===== src/rtl/dmem_arbiter.sv =====
// Round-robin arbiter that shares one data-memory port between the CPU LSU (port 0) and the debug/DMA loader (port 1).
// Optional watchdog: define DMEM_ARB_TIMEOUT_EN to complete a hung access with pN_err after TIMEOUT_CYCLES.
module dmem_arbiter #(
    parameter int ADDR_W         = 32,
    parameter int DATA_W         = 32,
    parameter int TIMEOUT_CYCLES = 64
) (
    input  logic              clk,
    input  logic              rst_n,
    input  logic              p0_req,
    input  logic              p0_we,
    input  logic [ADDR_W-1:0] p0_addr,
    input  logic [DATA_W-1:0] p0_wdata,
    input  logic [3:0]        p0_mask,
    output logic              p0_done,
    output logic [DATA_W-1:0] p0_rdata,
    output logic              p0_err,
    input  logic              p1_req,
    input  logic              p1_we,
    input  logic [ADDR_W-1:0] p1_addr,
    input  logic [DATA_W-1:0] p1_wdata,
    input  logic [3:0]        p1_mask,
    output logic              p1_done,
    output logic [DATA_W-1:0] p1_rdata,
    output logic              p1_err,
    output logic [ADDR_W-1:0] mem_addr,
    output logic [DATA_W-1:0] mem_wdata,
    output logic [3:0]        mem_mask,
    output logic              mem_read,
    output logic              mem_write,
    input  logic [DATA_W-1:0] mem_rdata,
    input  logic              mem_stall
);

    typedef enum logic [1:0] {S_IDLE, S_ISSUE, S_WAIT_START, S_WAIT_END} state_t;

    if (TIMEOUT_CYCLES < 4) begin : g_bad_timeout
        $error("dmem_arbiter: TIMEOUT_CYCLES must be >= 4");
    end

    state_t                   state_q, state_d;
    logic                     grant_q, grant_d;
    logic                     last_grant_q, last_grant_d;
    logic                     we_q, we_d;
    logic [ADDR_W-1:0]        addr_q, addr_d;
    logic [DATA_W-1:0]        wdata_q, wdata_d;
    logic [3:0]               mask_q, mask_d;
    logic [1:0]               done_q, done_d;
    logic [1:0][DATA_W-1:0]   rdata_q, rdata_d;
    logic [1:0]               err_q, err_d;
    logic                     pick;
    logic                     finish;
    logic                     timed_out;

`ifdef DMEM_ARB_TIMEOUT_EN
    localparam logic [15:0] TO_LAST = 16'(TIMEOUT_CYCLES - 1);
    logic [15:0] cnt_q, cnt_d;
`endif

    always_comb begin
        state_d      = state_q;
        grant_d      = grant_q;
        last_grant_d = last_grant_q;
        we_d         = we_q;
        addr_d       = addr_q;
        wdata_d      = wdata_q;
        mask_d       = mask_q;
        done_d       = '0;
        rdata_d      = rdata_q;
        err_d        = err_q;
        pick         = 1'b0;
        finish       = 1'b0;
        timed_out    = 1'b0;
`ifdef DMEM_ARB_TIMEOUT_EN
        cnt_d        = cnt_q;
`endif
        case (state_q)
            S_IDLE: begin
                // A stall seen here belongs to an access we no longer own (e.g. reset mid-access).
                if (!mem_stall && (p0_req || p1_req)) begin
                    pick         = p1_req && (!p0_req || !last_grant_q);
                    grant_d      = pick;
                    last_grant_d = pick;
                    we_d         = pick ? p1_we    : p0_we;
                    addr_d       = pick ? p1_addr  : p0_addr;
                    wdata_d      = pick ? p1_wdata : p0_wdata;
                    mask_d       = pick ? p1_mask  : p0_mask;
                    state_d      = S_ISSUE;
                end
            end
            S_ISSUE: begin
                state_d = S_WAIT_START;
`ifdef DMEM_ARB_TIMEOUT_EN
                cnt_d   = '0;
`endif
            end
            S_WAIT_START: if (mem_stall) state_d = S_WAIT_END;
            S_WAIT_END:   if (!mem_stall) finish = 1'b1;
            default:      state_d = S_IDLE;
        endcase
`ifdef DMEM_ARB_TIMEOUT_EN
        if ((state_q == S_WAIT_START || state_q == S_WAIT_END) && !finish) begin
            cnt_d = cnt_q + 16'd1;
            if (cnt_q == TO_LAST) begin
                finish    = 1'b1;
                timed_out = 1'b1;
            end
        end
`endif
        if (finish) begin
            state_d           = S_IDLE;
            done_d[grant_q]   = 1'b1;
            rdata_d[grant_q]  = (we_q || timed_out) ? '0 : mem_rdata;
            err_d[grant_q]    = timed_out;
        end
    end

    always_ff @(posedge clk or negedge rst_n) begin
        if (!rst_n) begin
            state_q      <= S_IDLE;
            grant_q      <= 1'b0;
            last_grant_q <= 1'b1;
            we_q         <= 1'b0;
            addr_q       <= '0;
            wdata_q      <= '0;
            mask_q       <= '0;
            done_q       <= '0;
            rdata_q      <= '0;
            err_q        <= '0;
        end else begin
            state_q      <= state_d;
            grant_q      <= grant_d;
            last_grant_q <= last_grant_d;
            we_q         <= we_d;
            addr_q       <= addr_d;
            wdata_q      <= wdata_d;
            mask_q       <= mask_d;
            done_q       <= done_d;
            rdata_q      <= rdata_d;
            err_q        <= err_d;
        end
    end

`ifdef DMEM_ARB_TIMEOUT_EN
    always_ff @(posedge clk or negedge rst_n) begin
        if (!rst_n) cnt_q <= '0;
        else        cnt_q <= cnt_d;
    end
`endif

    // Command strobes decode straight from the state flop so they last exactly the ISSUE cycle.
    assign mem_read  = (state_q == S_ISSUE) && !we_q;
    assign mem_write = (state_q == S_ISSUE) &&  we_q;
    assign mem_addr  = addr_q;
    assign mem_wdata = wdata_q;
    assign mem_mask  = mask_q;

    assign p0_done  = done_q[0];
    assign p1_done  = done_q[1];
    assign p0_rdata = rdata_q[0];
    assign p1_rdata = rdata_q[1];
    assign p0_err   = err_q[0];
    assign p1_err   = err_q[1];

endmodule

===== config.mk =====
export PLATFORM = sky130hd
export DESIGN_NAME = dmem_arbiter
export DESIGN_NICKNAME = d
export VERILOG_FILES = /design/src/rtl/dmem_arbiter.sv
export SDC_FILE = /design/constraint.sdc
export NUM_CORES = 1
export LEC_CHECK = 0
export CORE_MARGIN = 3
export CORE_UTILIZATION = 42
export CTS_CLUSTER_DIAMETER = 200
export DETAILED_ROUTE_END_ITERATION = 6
export PLACE_DENSITY = 0.9
export SYNTH_ARGS = -nofsm -noshare
export SYNTH_HDL_FRONTEND = slang
export SYNTH_SLANG_ARGS = --single-unit

===== constraint.sdc =====
create_clock -name clk -period 1.95 [get_ports clk]
set_input_delay 0.2925 -clock clk [delete_from_list [all_inputs] [get_ports clk]]
set_output_delay 0.2925 -clock clk [all_outputs]
set_load 0.01 [all_outputs]

==> flow_metrics.env <==
export IMPL_gr_usage_all_layers_pct=21.84
export IMPL_areaGrowthSynthToFinish_pct=59.19
export IMPL_grt_start_max_net_pins=65
export IMPL_drc=0
export IMPL_clk_path_buf_depth=2
export IMPL_gp_congestion=0.7872
export IMPL_dp_slack_ns=-0.1072
export IMPL_met1Wirelength_um=7406
export IMPL_antenna_found_initial=1
export IMPL_synthesis_nets=695
export IMPL_yosysTopAreaCell="dfrtp_1"
export IMPL_syn_area_um2=6853
export IMPL_clkTransAtPathRegs_ns=0.06
export IMPL_worstPathRequired_ns=1.66
export IMPL_crit_path_max_fanout=5
export IMPL_setup_ws_ns=0.08267
export IMPL_cp_end_kind="output pin"
export IMPL_dr_pass1_iters=4
export IMPL_setup_viol=0
export IMPL_crit_path_max_incr_delay_ns=0.37
export IMPL_critPathArrivalTime_ns=1.57
export IMPL_ioPinCount=313
export IMPL_finClkSkew_ns=0.008582
export IMPL_grt_pass1_vias=5704
export IMPL_p_sw_share_pct=32.50
export IMPL_rows=46
export IMPL_rr_endpoint="mem_addr[10]"
export IMPL_min_period_over_period_pct=95.76
export IMPL_maxSlewHeadroom_pct=72.90
export IMPL_yosysSeqAreaShare_pct=51.51
export IMPL_wl_per_cell_um=17.96
export IMPL_dominantRegCellSynth="dfrtp_1"
export IMPL_clockRootBuffer="clkbuf_16"
export IMPL_drive_gt1_share_pct=24.30
export IMPL_syn_inst=515
export IMPL_rsz0062_at_grt="false"
export IMPL_status="finished, final reports clean"
export IMPL_grt_pass1_wl_um=30800
export IMPL_finalHoldViolCount=0
export IMPL_die_width_um=133.7
export IMPL_fin_util_pct=68.43
export IMPL_overflow=0
export IMPL_fp_dieH_um=133.7
export IMPL_worstHoldPathType="primary input to async pin"
export IMPL_critical_path_class="register to output pin"
export IMPL_core_um2=15940
export IMPL_crit_chain="buf_4 -> ha_1 -> and2_1 -> dlygate4sd2_1"
export IMPL_p_per_area_nw_per_um2=1425
export IMPL_fin_crit_ns=1.867
export IMPL_top_layer_used="met4"
export IMPL_drv_cap=0
export IMPL_synth_area_leaders="dfrtp_1 51%, mux2_4 24%, mux2_2 4.9%"
export IMPL_synth_top_area_share_pct=51.12
export IMPL_tns_ns=0
export IMPL_drv_slew=0
export IMPL_clk_latency_ns=0.41
export IMPL_fmax_mhz=535.5
export IMPL_ir_drop_uv=745.5
export IMPL_synthArstFlopShare_pct=100.0
export IMPL_io_buffers=312
export IMPL_postCtsSetupBuffers=0
export IMPL_p_int_mw=10.50
export IMPL_tightest_slew_ns=0.4057
export IMPL_nNetsFinal=1023
export IMPL_ys_warn_count=0
export IMPL_synth_edf_count=0
export IMPL_tritoncts="built"
export IMPL_vias=5188
export IMPL_wl_um=19280
export IMPL_placed_cell_area_um2=10340
export IMPL_cts_buffers_inserted=17
export IMPL_seqPwrFrac_pct=33.0
export IMPL_yosysMostFrequentCell="dfrtp_1"
export IMPL_startpoint_type="register"
export IMPL_synth_top_cells_by_count="140 x dfrtp_1, 108 x mux2_4, 65 x nand2_1"
export IMPL_drtIter0Drc=239
export IMPL_ys_ff_latch=141
export IMPL_p_sw_mw=5.053
export IMPL_p_comb_share_pct=47.3
export IMPL_start_util_pct=42.98
export IMPL_r2r_slack_ns=0.13
export IMPL_h_tree_depth=4
export IMPL_dieArea_um2=17890
export IMPL_fin_cells=1073
export IMPL_avgSynthCellArea_um2=13.31
export IMPL_leakage_nw=4.820
export IMPL_r2r_start="state_q[1]"
export IMPL_ff2ff_path_depth=6
export IMPL_ys_types=32
export IMPL_wl_met2_um=9965
export IMPL_placedCellCount=1039
export IMPL_met3_length_um=1574
export IMPL_cp_slowest_cell="dfrtp_1"
export IMPL_cts_sinks=141
export IMPL_via_per_inst=4.835
export IMPL_power_frac_clock_pct=19.6
export IMPL_antenna_left=0
export IMPL_final_cell_area_um2=10910
export IMPL_dp_hpwl_um=14800
## cell usage in the layout, fill, tap and decap left out, drive strengths merged, types with 2 or more instances in the layout
| cell | netlist | final |
|---|---|---|
| mux2 | 138 | 138 |
| ha | 5 | 5 |
| nand2b | 33 | 33 |
| buf | 25 | 30 |
| clkdlybuf4s50 | 0 | 309 |
| clkinv | 0 | 2 |
| dfrtp | 140 | 140 |
| nand2 | 65 | 65 |
| clkbuf | 8 | 17 |
| nor2 | 2 | 2 |
| inv | 6 | 14 |
| dlygate4sd2 | 0 | 2 |
| nor2b | 4 | 4 |
| o211ai | 3 | 3 |
| clkinvlp | 0 | 5 |
| o21ai | 65 | 65 |
| and2 | 4 | 4 |
| nand3b | 2 | 2 |
| nor3b | 2 | 2 |
## power groups by stage
stage	Clock [mW]	Sequential, mW	Combinational [mW]
detailed placement	0	5.15	7.41
finish	3.05	5.14	7.36
global route	3.26	5.32	7.90
global placement	0	5.11	7.19
CTS	3.11	5.15	7.44
floorplan	0	5.70	2.85
## worst max-delay path by stage
stage | start | endpoint | slack (ns) | cells after the start
final | state_q[0] | mem_write | 0.08 | 4
after global placement | p1_req | mem_wdata[12] | -0.06 | 6
after global routing | state_q[0] | mem_write | 0.004 | 4
after floorplan | state_q[0] | mem_addr[10] | 0.18 | 7
after detailed placement | p0_req | mem_wdata[19] | -0.11 | 6
after CTS | state_q[0] | mem_write | 0.05 | 4
## final cells by class
| cell class | instances | area (um2) |
|---|---|---|
| well taps | 216 | 270.3 |
| clock buffers | 17 | 425.4 |
| fillers | 1121 | 5034 |
| clock inverters | 15 | 128.9 |
| inverters | 6 | 22.52 |
| repair buffers | 342 | 3500 |
| multi-input cells | 335 | 3030 |
| diodes | 1 | 2.502 |
| flip-flops and latches | 141 | 3530 |
## stage by stage
step | hold WS (ns) | power, mW
6_report | 0.3530 | 15.55
5_1_grt | 0.3580 | 16.47
4_1_cts | 0.3412 | 15.70
3_5_place_dp | 0.2002 | 12.56
3_3_place_gp | 0.2006 | 12.29
2_1_floorplan | -0.003091 | 8.550
## state kept, by name, summed over array words and instances, names as in the netlist
| register | flops |
|---|---|
| p0_rdata | 32 |
| err_q | 2 |
| grant_q | 1 |
| mem_wdata | 32 |
| p1_rdata | 32 |
| mem_mask | 4 |
| state_q | 2 |
| we_q | 1 |
| last_grant_q | 1 |
| mem_addr | 32 |
| done_q | 2 |
## repair_timing
item	in CTS	in global routing
setup endpoints to repair	2	14
hold endpoints to repair	27	0
hold buffers	1	0
resized for setup	2	1
## critical path, delay by kind of cell (launching register included)
kind / cells / cell delay [ns]
flip-flops: 1 / 0.37
adder cells (fa/ha/maj): 1 / 0.20
AND/OR/NAND/NOR: 1 / 0.15
buffers and inverters: 2 / 0.44
## cell families (layout without fill, tap and decap cells)
logic type	count (synthesis)	count (layout)	synth area share (%)
DFF	141	141	51.51
muxes	138	138	28.59
and+or+nand+nor	115	115	8.289
AOI/OAI and AO/OA	77	77	6.281
buffers and inverters	39	380	4.418
adders and majority gates	5	5	0.9129
other	0	1	0
## layer usage
layer | GRT usage (%) | vias up
li1 | - | 2432
met1 | 25.54 | 2521
met2 | 37.96 | 217
met3 | 7.704 | 18
met4 | 6.286 | 0
met5 | 0 | -
No activity file was read; power rests on OpenSTA's default activity.
